## config.mk

```make
export PLATFORM = sky130hd
export DESIGN_NAME = serial_adder
export DESIGN_NICKNAME = d
export VERILOG_FILES = /design/src/rtl/serial_adder.sv
export SDC_FILE = /design/constraint.sdc
export NUM_CORES = 1
export LEC_CHECK = 0
export BUFFER_PORTS_ARGS = -buffer_cell sky130_fd_sc_hd__buf_2
export CAP_MARGIN = 40
export CORE_ASPECT_RATIO = 0.7
export CORE_UTILIZATION = 58
export CTS_CLUSTER_SIZE = 25
export DETAILED_ROUTE_END_ITERATION = 16
export PLACE_DENSITY_LB_ADDON = 0.2
export SYNTH_ARGS = -nofsm -noshare
export SYNTH_HDL_FRONTEND = slang
export SYNTH_SLANG_ARGS = --single-unit
```

## constraint.sdc

```tcl
create_clock -name CLK -period 2.7 [get_ports CLK]
set_clock_uncertainty 0.15 [all_clocks]
set_input_delay 0.27 -clock CLK [delete_from_list [all_inputs] [get_ports CLK]]
set_output_delay 0.27 -clock CLK [all_outputs]
set_load 0.01 [all_outputs]
```

## src/rtl/serial_adder.sv

```systemverilog
// Bit-serial ripple adder: operands are captured on START, summed LSB first
// over N RUN cycles, and the registered result is presented with a DONE pulse.
module serial_adder #(
    parameter int N = 8
) (
    input  logic         CLK,
    input  logic         RST,
    input  logic         START,
    input  logic [N-1:0] A,
    input  logic [N-1:0] B,
    input  logic         CIN,
    output logic [N-1:0] S,
    output logic         COUT,
    output logic         BUSY,
    output logic         DONE
);

    localparam int CW = $clog2(N + 1);
    localparam logic [CW-1:0] LAST_BIT = CW'(N - 1);

    typedef enum logic [1:0] {
        IDLE = 2'd0,
        RUN  = 2'd1,
        FIN  = 2'd2
    } state_t;

    state_t         state;
    logic [N-1:0]   sa;
    logic [N-1:0]   sb;
    logic [N-1:0]   sum_sr;
    logic           carry;
    logic [CW-1:0]  cnt;

    logic half_sum;
    logic half_gen;
    logic sum_bit;
    logic carry_next;

    // One full-adder slice built from two half adders and an OR.
    always_comb begin
        half_sum   = sa[0] ^ sb[0];
        half_gen   = sa[0] & sb[0];
        sum_bit    = half_sum ^ carry;
        carry_next = half_gen | (half_sum & carry);
    end

    always_ff @(posedge CLK) begin
        if (RST) begin
            state  <= IDLE;
            sa     <= '0;
            sb     <= '0;
            sum_sr <= '0;
            carry  <= 1'b0;
            cnt    <= '0;
            S      <= '0;
            COUT   <= 1'b0;
        end else begin
            case (state)
                IDLE: begin
                    if (START) begin
                        sa     <= A;
                        sb     <= B;
                        carry  <= CIN;
                        cnt    <= '0;
                        sum_sr <= '0;
                        state  <= RUN;
                    end
                end
                RUN: begin
                    sum_sr <= {sum_bit, sum_sr[N-1:1]};
                    sa     <= sa >> 1;
                    sb     <= sb >> 1;
                    carry  <= carry_next;
                    cnt    <= cnt + CW'(1);
                    // The last slice goes straight into S so the result is
                    // visible in the same cycle DONE rises.
                    if (cnt == LAST_BIT) begin
                        S     <= {sum_bit, sum_sr[N-1:1]};
                        COUT  <= carry_next;
                        state <= FIN;
                    end
                end
                FIN: begin
                    state <= IDLE;
                end
                default: begin
                    state <= IDLE;
                end
            endcase
        end
    end

    assign BUSY = (state == RUN);
    assign DONE = (state == FIN);

endmodule

```

==> impl_metrics.csv <==
group,metric,value,unit
route,first_iter_violations,49,
global_route,antenna_found_initial,0,
layout,antenna_cells,0,
synth,syn_area,1690,um2
worst_hold_path,hold_end,"sb[7]",
placement,portBuffers,30,
setup_path,path_class,"flop to flop",
route,drc,0,
placement,place_inst,218,
global_route,grt.total_usage,24.9,%
synth,syn_inst,166,
timing,max_clock_freq,537,MHz
synth,synth_top_area_cell,"dfxtp_1",
timing,worstMarginPinSlew,0.621,ns
power_and_ir_drop,pwr_density_cell,599,nW/um2
layout,layoutNonFillerInstCount,224,
setup_path,r2r_end,"S[1]",
clock_tree,cts.sinks,39,
route,num_vias,1280,
synth,avgSynthCellArea,10.2,um2
global_route,overflow,0,
worst_hold_path,hp-class,"primary input to flop",
synth,synth.distinct_cells,30,
timing,fin_setup_tns,0,ns
route,wl_per_cell,15.0,um
synth,syn_nets,188,
global_route,grt_pass1_wl,5.55,mm
clock_tree,clk_pin_slew,0.07,ns
clock_tree,cts_buffer_depth,2,
worst_hold_path,hold_path_depth,2,
layout,area_growth_syn_to_layout,10.9,%
floorplanning,start_util,64.9,%
route,wl,3.36,mm
global_route,grt_pass1_vias,1213,
placement,place_hpwl,2.40,mm
setup_path,critical-path-top-delay-family,"simple AND/OR/NAND/NOR gates",
layout,drive_gt1_share,21.6,%
floorplanning,io_pins,31,
clock_tree,post-cts-setup-buffer-count,0,
synth,ys_ff_latch,39,
route,drt_first_pass_iters,4,
setup_path,cp_max_fo,10,
floorplanning,dieArea,3140,um2
setup_path,slowest_stage,"and3_1",
power_and_ir_drop,vdd_ir_drop_max,344,uV
global_route,grt_max_degree,37,
placement,gp_congestion,0.788,
setup_path,reg2reg_depth,4,
timing,relSlewSlack,58.6,%
route,route.antenna.remaining_nets,0,
timing,min_period_over_period,68.9,%
synth,ys_seq_area_share,46.1,%
floorplanning,core_region_area,2610,um2
setup_path,path_cells,"ha_1 > nor2b_1 > and3_1 > mux2i_1",
run_status,outcome,"finished clean",
setup_path,crit_path_end_kind,"flop",
clock_tree,ctsResizeCount,0,
timing,rsz0062_at_grt,"false",
synth,ys_warn_count,0,
clock_tree,h-tree-depth,2,
layout,fin_nets,213,
setup_path,critPathBufInv,0,
clock_tree,holdBufCountCts,0,
floorplanning,die_w,66.6,um
setup_path,critPathMaxStageDelay,0.57,ns
clock_tree,clockRootBuffer,"clkbuf_8",
timing,maxSlewViolCount,0,
clock_tree,worstSkewPairLatency,0.29,ns
layout,nFillCells,204,
synth,ys_top_cells_by_area,"dfxtp_1, nand2b_1, mux2i_1",
timing,min_period,1.86,ns
clock_tree,cts_tree,"built",
timing,hold_viol,0,
timing,setup_viol_count_final,0,
setup_path,arrival,1.91,ns
synth,synth_top_area_share,46.1,%
setup_path,reg2reg_from,"cnt[0]",
setup_path,cp_data_required_time,2.75,ns
flow_run,maxCapViolCount,0,
route,viasPerCell,5.71,
floorplanning,rows,15,
floorplanning,die_h,47.2,um
setup_path,start_kind,"flop",
power_and_ir_drop,p_leak,0.758,nW
clock_tree,cts_buffers,5,
setup_path,reg2reg_slack,0.84,ns
worst_hold_path,min-delay-start,"B[7]",
[per-layer routing]
metal,GRT usage (%),part of all wire [%]
met1,31.8,48
met3,6.07,7.4
met2,41.2,43
met4,10.2,1.5
met5,0,0
[through the flow]
step	total power [mW]	utilization [%]	hold slack, ns	cell area, um2	setup slack, ns
after floorplan	0.753	-	0.245	1690	1.32
after global placement	0.776	69.3	0.306	1810	1.01
after detailed placement	0.786	69.3	0.313	1810	0.865
after CTS	1.13	72.0	0.0378	1880	0.852
after global routing	1.17	72.0	0.0433	1880	0.709
final	1.12	72.0	0.0416	1880	0.839
[registers in the layout, indices dropped and copies added (netlist names)]
| signal | count |
|---|---|
| S | 8 |
| sa | 8 |
| sb | 8 |
| sum_sr | 7 |
| cnt | 4 |
| state | 2 |
| COUT | 1 |
| carry | 1 |
[layout by cell type, fill, tap and decap left out, types with 2 or more instances in the layout]
cell type	Yosys	final
buf_2	4	30
and2_1	4	4
dfxtp_1	39	39
nor2_1	20	20
inv_1	3	3
nor2_4	2	2
a221o_1	4	4
o22ai_1	4	4
clkbuf_8	0	5
nand3b_1	2	2
nor2b_1	3	3
a22o_1	10	10
mux2i_1	9	9
nand3_1	2	2
a31oi_1	2	2
o2bb2ai_1	7	7
nand2b_1	21	21
a211oi_1	12	12
[cell usage after synthesis]
| master | count |
|---|---|
| buf_2 | 4 |
| nor2b_1 | 3 |
| nor2_1 | 20 |
| a21o_1 | 1 |
| a221o_1 | 4 |
| nand3b_1 | 2 |
| buf_4 | 4 |
| nand2b_1 | 21 |
| o22ai_1 | 4 |
| fa_1 | 1 |
| nor2_4 | 2 |
| mux2i_1 | 9 |
| nand3_1 | 2 |
| o2bb2ai_1 | 7 |
| a22o_1 | 10 |
| and3_1 | 1 |
| ha_1 | 1 |
| inv_1 | 3 |
| nor4b_4 | 1 |
| buf_6 | 1 |
| a211oi_1 | 12 |
| and2_1 | 4 |
| buf_8 | 1 |
| or3_1 | 1 |
| o21ba_4 | 1 |
| dfxtp_1 | 39 |
| nand2b_4 | 1 |
| nand2_1 | 1 |
| clkbuf_1 | 3 |
| a31oi_1 | 2 |
[worst max path at each step]
stage,depth (start not counted),end,slack [ns],startpoint
after floorplan,5,state[1],1.32,cnt[0]
after global placement,4,sb[0],1.01,state[0]
after detailed placement,4,S[1],0.87,cnt[0]
after CTS,4,S[6],0.85,cnt[0]
after global routing,4,S[1],0.71,cnt[0]
final,4,S[1],0.84,cnt[0]
[layout make-up]
cell class	instances	area [um2]	area share, %
Timing Repair Buffer	31	158	8.39
Inverter	3	11.3	0.599
Multi-Input combinational cell	111	815	43.3
Clock buffer	6	72.6	3.86
Tap cell	34	42.5	2.26
Sequential cell	39	781	41.5
[cells by family after synthesis]
kind of cell / share of synthesized area (%)
AO/OA/AOI/OAI: 20.1
adder cells (fa/ha/maj): 1.92
buffers and inverters: 5.83
flip-flops: 46.1
multiplexers: 5.32
AND/OR/NAND/NOR: 20.8
[worst reg2reg max path, delay by kind of cell (launching register included)]
kind | cells | cell delay, ns
fa+ha+maj | 1 | 0.21
flops | 1 | 0.40
simple gates | 2 | 0.76
mux | 1 | 0.27
[report_power, final]
group | switching (mW) | internal [mW]
clock network | 0.178 | 0.172
registers | 0.0241 | 0.608
logic | 0.0773 | 0.0655
Power figures use the tool's default switching activity.
